===== config.mk =====
export PLATFORM = sky130hd
export DESIGN_NAME = dbrk_arb_flat
export DESIGN_NICKNAME = d
export VERILOG_FILES = /design/src/rtl/dbrk_arb_if.sv /design/src/rtl/dbrk_arb.sv /design/src/flat_wrapper.sv
export SDC_FILE = /design/constraint.sdc
export NUM_CORES = 1
export LEC_CHECK = 0
export CAP_MARGIN = 10
export CORE_MARGIN = 10
export CORE_UTILIZATION = 35
export CTS_CLUSTER_SIZE = 14
export DETAILED_ROUTE_END_ITERATION = 8
export GPL_TIMING_DRIVEN = 0
export PLACE_DENSITY = 0.74
export REMOVE_ABC_BUFFERS = 1
export SETUP_SLACK_MARGIN = 0.1
export SYNTH_ARGS = -nofsm -noshare
export SYNTH_HDL_FRONTEND = slang
export SYNTH_SLANG_ARGS = --single-unit
export TNS_END_PERCENT = 10

===== constraint.sdc =====
create_clock -name clk -period 3.62 [get_ports clk]
set_input_delay 1.086 -clock clk [delete_from_list [all_inputs] [get_ports clk]]
set_output_delay 1.086 -clock clk [all_outputs]
set_load 0.01 [all_outputs]

===== src/rtl/dbrk_arb_if.sv =====
// Bus bundle between the data-break arbiter and its CPU/device/memory environment.
// The master drives requests, CPU state and read data. The slave is the arbiter.
interface dbrk_arb_if #(
  parameter int unsigned NREQ = 4
);
  logic [4:0]         state;
  logic [NREQ-1:0]    brk_req;
  logic [NREQ-1:0]    brk_write;
  logic [15*NREQ-1:0] brk_addr;
  logic [12*NREQ-1:0] brk_wdata;
  logic [11:0]        mem_rdata;
  logic               cpu_hold;
  logic               brk_active;
  logic [14:0]        mem_addr;
  logic [11:0]        mem_wdata;
  logic               mem_we;
  logic [NREQ-1:0]    brk_ack;
  logic [11:0]        brk_rdata;

  modport master (
    output state, brk_req, brk_write, brk_addr, brk_wdata, mem_rdata,
    input  cpu_hold, brk_active, mem_addr, mem_wdata, mem_we, brk_ack, brk_rdata
  );

  modport slave (
    input  state, brk_req, brk_write, brk_addr, brk_wdata, mem_rdata,
    output cpu_hold, brk_active, mem_addr, mem_wdata, mem_we, brk_ack, brk_rdata
  );
endinterface


===== src/rtl/dbrk_arb.sv =====
// Data-break arbiter: holds the CPU at a major-state boundary and serves break devices
// one memory cycle each, in round-robin order, back to back while requests remain.
module dbrk_arb #(
  parameter int unsigned NREQ = 4
) (
  input  logic     clk,
  input  logic     reset,
  dbrk_arb_if.slave bus
);
  localparam int unsigned LW = (NREQ > 1) ? $clog2(NREQ) : 1;

  // CPU major-state codes: major*4 + minor, with F=0, D=1, E=2, H=3.
  localparam logic [4:0] ST_F3 = 5'd3;
  localparam logic [4:0] ST_D3 = 5'd7;
  localparam logic [4:0] ST_E3 = 5'd11;
  localparam logic [4:0] ST_H0 = 5'd12;
  localparam logic [4:0] ST_H1 = 5'd13;
  localparam logic [4:0] ST_H2 = 5'd14;
  localparam logic [4:0] ST_H3 = 5'd15;

  typedef enum logic [2:0] {
    S_IDLE,
    S_HOLD,
    S_ADDR,
    S_DATA,
    S_ACK
  } st_t;

  st_t st, st_d;

  logic [LW-1:0]   last, last_d;
  logic            wr_flag, wr_flag_d;
  logic            cpu_hold_d, brk_active_d, mem_we_d;
  logic [14:0]     mem_addr_d;
  logic [11:0]     mem_wdata_d, brk_rdata_d;
  logic [NREQ-1:0] brk_ack_d;

  logic            at_boundary;
  logic [NREQ-1:0] excl, cand;
  logic            win_found;
  logic [LW-1:0]   win;
  logic [14:0]     sel_addr;
  logic [11:0]     sel_wdata;
  logic            sel_write;

  always_comb begin
    at_boundary = 1'b0;
    case (bus.state)
      ST_F3, ST_D3, ST_E3, ST_H0, ST_H1, ST_H2, ST_H3: at_boundary = 1'b1;
      default:                                         at_boundary = 1'b0;
    endcase
  end

  // In ACK the device just served is excluded, so it must re-enter through IDLE/HOLD.
  always_comb begin
    excl = '0;
    if (st == S_ACK) excl[last] = 1'b1;
  end

  always_comb begin : arb_pick
    int unsigned k;
    cand      = bus.brk_req & ~excl;
    win_found = 1'b0;
    win       = '0;
    k         = 0;
    for (int unsigned i = 0; i < NREQ; i++) begin
      k = (32'(last) + 1 + i) % NREQ;
      if (!win_found && cand[k[LW-1:0]]) begin
        win_found = 1'b1;
        win       = k[LW-1:0];
      end
    end
  end

  always_comb begin
    sel_addr  = '0;
    sel_wdata = '0;
    sel_write = 1'b0;
    for (int unsigned i = 0; i < NREQ; i++) begin
      if (LW'(i) == win) begin
        sel_addr  = bus.brk_addr[15*i +: 15];
        sel_wdata = bus.brk_wdata[12*i +: 12];
        sel_write = bus.brk_write[i];
      end
    end
  end

  always_comb begin
    st_d         = st;
    last_d       = last;
    wr_flag_d    = wr_flag;
    cpu_hold_d   = bus.cpu_hold;
    brk_active_d = bus.brk_active;
    mem_we_d     = bus.mem_we;
    mem_addr_d   = bus.mem_addr;
    mem_wdata_d  = bus.mem_wdata;
    brk_rdata_d  = bus.brk_rdata;
    brk_ack_d    = '0;

    case (st)
      S_IDLE: begin
        if (|bus.brk_req) begin
          st_d       = S_HOLD;
          cpu_hold_d = 1'b1;
        end
      end
      S_HOLD: begin
        if (at_boundary) begin
          if (win_found) begin
            st_d         = S_ADDR;
            mem_addr_d   = sel_addr;
            mem_wdata_d  = sel_wdata;
            wr_flag_d    = sel_write;
            brk_active_d = 1'b1;
            last_d       = win;
          end else begin
            st_d       = S_IDLE;
            cpu_hold_d = 1'b0;
          end
        end
      end
      S_ADDR: begin
        st_d     = S_DATA;
        mem_we_d = wr_flag;
      end
      S_DATA: begin
        st_d            = S_ACK;
        mem_we_d        = 1'b0;
        brk_ack_d[last] = 1'b1;
        brk_rdata_d     = wr_flag ? bus.mem_wdata : bus.mem_rdata;
      end
      S_ACK: begin
        if (win_found) begin
          st_d         = S_ADDR;
          mem_addr_d   = sel_addr;
          mem_wdata_d  = sel_wdata;
          wr_flag_d    = sel_write;
          last_d       = win;
        end else begin
          st_d         = S_IDLE;
          cpu_hold_d   = 1'b0;
          brk_active_d = 1'b0;
        end
      end
      default: st_d = S_IDLE;
    endcase
  end

  always_ff @(posedge clk or negedge reset) begin
    if (!reset) st <= S_IDLE;
    else        st <= st_d;
  end

  always_ff @(posedge clk or negedge reset) begin
    if (!reset) begin
      last           <= LW'(NREQ - 1);
      wr_flag        <= 1'b0;
      bus.cpu_hold   <= 1'b0;
      bus.brk_active <= 1'b0;
      bus.mem_we     <= 1'b0;
      bus.mem_addr   <= '0;
      bus.mem_wdata  <= '0;
      bus.brk_rdata  <= '0;
      bus.brk_ack    <= '0;
    end else begin
      last           <= last_d;
      wr_flag        <= wr_flag_d;
      bus.cpu_hold   <= cpu_hold_d;
      bus.brk_active <= brk_active_d;
      bus.mem_we     <= mem_we_d;
      bus.mem_addr   <= mem_addr_d;
      bus.mem_wdata  <= mem_wdata_d;
      bus.brk_rdata  <= brk_rdata_d;
      bus.brk_ack    <= brk_ack_d;
    end
  end
endmodule


===== src/flat_wrapper.sv =====
// flat-port wrapper written by rule: the top's interface ports become plain ports
module dbrk_arb_flat 
#(
  parameter int unsigned NREQ = 4
)
  (clk, reset, bus_state, bus_brk_req, bus_brk_write, bus_brk_addr, bus_brk_wdata, bus_mem_rdata, bus_cpu_hold, bus_brk_active, bus_mem_addr, bus_mem_wdata, bus_mem_we, bus_brk_ack, bus_brk_rdata);
  dbrk_arb_if #(.NREQ(NREQ)) bus_i ();
  input  logic clk;
  input  logic reset;
  input wire logic [$bits(bus_i.state)-1:0] bus_state;
  input wire logic [$bits(bus_i.brk_req)-1:0] bus_brk_req;
  input wire logic [$bits(bus_i.brk_write)-1:0] bus_brk_write;
  input wire logic [$bits(bus_i.brk_addr)-1:0] bus_brk_addr;
  input wire logic [$bits(bus_i.brk_wdata)-1:0] bus_brk_wdata;
  input wire logic [$bits(bus_i.mem_rdata)-1:0] bus_mem_rdata;
  output wire logic [$bits(bus_i.cpu_hold)-1:0] bus_cpu_hold;
  output wire logic [$bits(bus_i.brk_active)-1:0] bus_brk_active;
  output wire logic [$bits(bus_i.mem_addr)-1:0] bus_mem_addr;
  output wire logic [$bits(bus_i.mem_wdata)-1:0] bus_mem_wdata;
  output wire logic [$bits(bus_i.mem_we)-1:0] bus_mem_we;
  output wire logic [$bits(bus_i.brk_ack)-1:0] bus_brk_ack;
  output wire logic [$bits(bus_i.brk_rdata)-1:0] bus_brk_rdata;
  assign bus_i.state = bus_state;
  assign bus_i.brk_req = bus_brk_req;
  assign bus_i.brk_write = bus_brk_write;
  assign bus_i.brk_addr = bus_brk_addr;
  assign bus_i.brk_wdata = bus_brk_wdata;
  assign bus_i.mem_rdata = bus_mem_rdata;
  assign bus_cpu_hold = bus_i.cpu_hold;
  assign bus_brk_active = bus_i.brk_active;
  assign bus_mem_addr = bus_i.mem_addr;
  assign bus_mem_wdata = bus_i.mem_wdata;
  assign bus_mem_we = bus_i.mem_we;
  assign bus_brk_ack = bus_i.brk_ack;
  assign bus_brk_rdata = bus_i.brk_rdata;
  dbrk_arb #(.NREQ(NREQ)) u_core (.clk(clk), .reset(reset), .bus(bus_i));
endmodule

======== Word-level counts from Yosys, hierarchy flattened ========
Cells that the tools add are included.
word-level totals
  register bits ........................... 52
  input port bits ......................... 135
  word-level logic and storage cells ...... 117
  output and inout bits ................... 46
cells by class
  muxes and demuxes ....................... 59
  equal/unequal tests ..................... 18
  $add $sub $neg .......................... 4
  $lt $le $gt $ge ......................... 6
  reductions and logical operators ........ 18
  bitwise operators ....................... 2
operator list
  kind                 count
  $mux 15              6
  $mux 12              7
  $pmux 15 s2          1
  $eq 5x4->1 const B   5
  $pmux 12 s2          1
  $mux 1               22
  $lt 2x3->1 const B   5
  $pmux 3 s5           1
  $mux 2               7
  $bmux 1 s2           4
  $mux 4               2
  $reduce_or 7->1      1
  $eq 3x2->1 const B   2
  $mux 3               2
  $ne 2x1->1 const B   3
  $pmux 1 s2           3
  $eq 5x2->1 const B   1
  $eq 5x3->1 const B   1
  $add 2x1->2 const B  2
  $add 2x2->2 const B  2
  $and 4x4->4          1
  $eq 2x2->1 const A   2
  $logic_and 1x1->1    4
  $not 4->4            1
  other kinds (17)     21

======== Depth between registers and ports, before layout ========
  word-level depth ........................ 27
  gate-level depth with buffers ........... 9
  mapped depth without buffers ............ 7

======== Worst setup path after synthesis ========
OpenSTA, ideal clock, no wires.
  kind .................................... input port to flip-flop
  from .................................... input port bus_brk_req[0]
  to ...................................... register u_core.bus.mem_wdata[11]
  path slack .............................. 1.125 ns
  stages .................................. 7
  setup time .............................. 0.132 ns
  arrival ................................. 2.363 ns
  path buffers ............................ 2
  data required time ...................... 3.488 ns
  path through ............................ and3b_1 -> a32o_2 -> a221oi_2 -> buf_6 -> buf_12 -> mux2i_1 -> o221ai_2
between the ends
  word-level cells in the longest chain between the ends .. 21
  elaborated cells between the ends (all ways) .. 34
  classes of those cells .................. eq/ne (3); mux (23); bitwise (1); reduce/logical (7)
RTL lines
  item                          line                              text
  start, declared               flat_wrapper.sv:11                input wire logic [$bits(bus_i.brk_req)-1:0] bus_brk_req;
  $and 4x4->4 *                 dbrk_arb.sv:62                    cand = bus.brk_req & ~excl;
  $bmux 1 s2                    dbrk_arb.sv:68                    if (!win_found && cand[k[LW-1:0]]) begin
  $mux 1 (not written as such)  dbrk_arb.sv:68
  $mux 1                        dbrk_arb.sv:68
  $logic_not 1->1               dbrk_arb.sv:68
  $logic_and 1x1->1             dbrk_arb.sv:68
  $mux 1                        dbrk_arb.sv:68
  $logic_not 1->1               dbrk_arb.sv:68
  (+2 left out)                 n/a
  $logic_not 1->1               dbrk_arb.sv:68
  $logic_and 1x1->1             dbrk_arb.sv:68
  $mux 2                        dbrk_arb.sv:68
  $logic_not 2->1               dbrk_arb.sv:80                    if (LW'(i) == win) begin
  $mux 12 (4 in a row)          dbrk_arb.sv:80
  $mux 12 *                     dbrk_arb.sv:109, dbrk_arb.sv:133
  $mux 12                       dbrk_arb.sv:108                   if (at_boundary) begin
  $pmux 12 s2 *                 dbrk_arb.sv:100                   case (st)
  end signal, assigned          dbrk_arb.sv:172                   bus.mem_wdata <= mem_wdata_d;
  end, declared                 dbrk_arb_if.sv:27                 output cpu_hold, brk_active, mem_addr, mem_wdata, mem_we, brk_ack, brk_rdata
Every way passes the cells marked *; elsewhere a longest branch is shown, timed or not. The select of a mux whose other input is x is not followed.
A chain may end at the register's enable or synchronous reset.

======== Worst setup path after layout ========
  from .................................... input port bus_brk_req[1]
  to ...................................... register u_core.bus.mem_wdata[3]
The elaborated chain is that of the path after synthesis.

==> metrics.csv <==
metric,value,unit
status,completed,
xor/xnor cell area share of the yosys netlist,0,
vias per cell,5.18,
critical-path maximum fanout,23,
register area,1300,µm²
Fillers,798,
Fmax,304,MHz
Layout Nets,604,
first-pass GRT wire length,16900,µm
cells after synthesis,292,
dpl cells,566,
Final min period,3.29,ns
TritonRoute pass-1 iters,4,
Post-synth EDFFs,0,
Iter 0 DRT Violations,124,
# DRC,0,
Routed Wire Length,10600,µm
Worst-Margin Slew,0.845,ns
H-tree Lvls,2,
register area share after synthesis,0.396,
Power Total,3.59,mW
Die H,117,µm
simple-gate share of the synthesized area,0.107,
Root Driver,clkbuf_8,
Area growth syn-to-layout,61.0,%
post-route insts no fill,577,
RSZ-0062 raised after global routing,false,
layout cells sized above 1,0.0966,
"Hold Vio Cnt, Final",0,
Clock Skew,0.00900,ns
Tot GR Track Use,0.155,
"FFs w/ async S/R, synth",1.00,
Multi-input gate area,1770,µm²
final setup fails,0,
total grt overflow,0,
critical path class,in2reg,
GP Congestion,0.760,
# clock sinks,52,
Max IR drop VDD,0.340,mV
CTS Buffer Depth,2,
worst skew pair latency,0.31,ns
post-synthesis compound-gate area fraction,0.197,
hold slack final,0.497,ns
crit path DAT,3.46,ns
Sum Neg Setup Slack,0,ns
Yosys warning count,0,
post-route ant nets,0,
post-DP HPWL,8610,µm
routed vias,2988,
fin area,5300,µm²
Slew headroom,0.437,
Place WS,-0.437,ns
Die W,117,µm
final core utilization,0.576,
max cap viols,0,
initial core utilization,0.358,
crit end category,register,
DR WL/cell,18.4,µm
row count,35,
mux cell area share after synthesis,0.210,
P_leak,2.23,nW
"commonest non-fill, non-tap cell in the layout",clkdlybuf4s50_1,
Final period util,0.908,
pin count of the biggest net entering global routing,29,
Netlist Area Pre-Place,3290,µm²
Port Buf Inserts,180,
die footprint,13700,µm²
crit start category,input port,
CTS buffer count,5,
"Slew Viols, Final",0,
synth unique cells,46,
Placed Instance Area,5140,µm²
post-synthesis adder-cell area fraction,0.0152,
Final WS setup,0.332,ns
Core ar.,9200,µm²
HP Class,reg2reg,
Seq cells post-synth,52,
most frequent cells in the layout,"clkdlybuf4s50_1, mux2i_1, dfrtp_1, nand2_1, o221ai_2",
clock slew at reported path FFs,0.10,ns
r2r setup slk,0.55,ns
via count of the first global-routing pass,3301,
CTS tree,built,
syn avg cell area,11.3,µm²
total power density per cell area,677,nW/µm²
ys flop type,dfrtp_1,
initial antenna violation count,0,
I/O pin count,181,
diode count,0,
largest family of logic cells by synthesized area,multiplexers,
Crit path required time,3.79,ns
[sequential cells by signal (all words and copies together) (netlist names)]
signal,cells
u_core.bus.brk_ack,4
u_core.bus.mem_wdata,12
u_core.bus.mem_we,1
u_core.bus.cpu_hold,1
u_core.last,2
u_core.st,3
u_core.wr_flag,1
u_core.bus.brk_active,1
u_core.bus.mem_addr,15
u_core.bus.brk_rdata,12
[power by group]
group / switching, mW / internal [mW] / leakage, nW / total (mW)
registers: 0.229 / 0.840 / 0.627 / 1.07
logic: 0.948 / 1.14 / 1.54 / 2.09
clock network: 0.203 / 0.227 / 0.0614 / 0.430
total: 1.38 / 2.21 / 2.23 / 3.59
[logic make-up (layout without fill, tap and decap cells)]
| kind of cell | Yosys count | in the layout |
|---|---|---|
| compound gates | 67 | 67 |
| fa+ha+maj | 4 | 4 |
| buf+inv | 29 | 203 |
| flops | 52 | 52 |
| mux | 69 | 69 |
| simple gates | 71 | 71 |
[cell usage after synthesis (4+ instances only)]
| cell | number | area, µm² |
|---|---|---|
| mux2i_1 | 68 | 681 |
| dfrtp_1 | 50 | 1250 |
| nand2_1 | 35 | 131 |
| o221ai_2 | 20 | 300 |
| nor2_1 | 17 | 63.8 |
| a21oi_1 | 14 | 70.1 |
| clkbuf_1 | 8 | 30.0 |
| o221ai_1 | 8 | 70.1 |
| buf_6 | 7 | 78.8 |
| inv_1 | 6 | 22.5 |
| and3_1 | 4 | 25.0 |
| ha_1 | 4 | 50.1 |
| o21ai_0 | 4 | 20.0 |
[area by class of cell]
cell class | count | area share
clock inverter | 2 | 0.00733
sequential | 52 | 0.246
tap | 111 | 0.0262
clock buffer | 6 | 0.0156
multi-input combinational | 211 | 0.334
timing repair buffer | 189 | 0.366
inverter | 6 | 0.00425
[timing repair]
item / CTS / global route
setup endpoints to repair: 28 / 9
pin swaps: 0 / 0
setup buffers: 0 / 3
gates resized for setup: 1 / 0
hold buffers: 0 / 0
endpoints found under the hold margin: 0 / 0
[path summary, 6_finish.rpt]
check,from,to,cells after the start
max,bus_brk_req[1],u_core.bus.mem_wdata[3],7
min,u_core.bus.mem_addr[5],u_core.bus.mem_addr[5],2
max reg2reg,u_core.last[0],u_core.bus.mem_wdata[3],8
min reg2reg,u_core.bus.mem_addr[5],u_core.bus.mem_addr[5],2
max in group asynchronous,reset,u_core.bus.mem_wdata[5],2
min in group asynchronous,reset,u_core.bus.brk_rdata[11],1
[metal layers]
metal	track usage	wire length (µm)
met4	0.0338	109
met3	0.0739	1140
met5	0	0
met1	0.162	3920
met2	0.277	5460
[worst max-delay path: stages]
cell and delay [ns]:
clkdlybuf4s50_1 0.50, a22o_1 0.32, o211ai_4 0.44, buf_16 0.22, a21o_1 0.51, buf_16 0.25
o221ai_2 0.10
No activity file was read; power rests on OpenSTA's default activity.
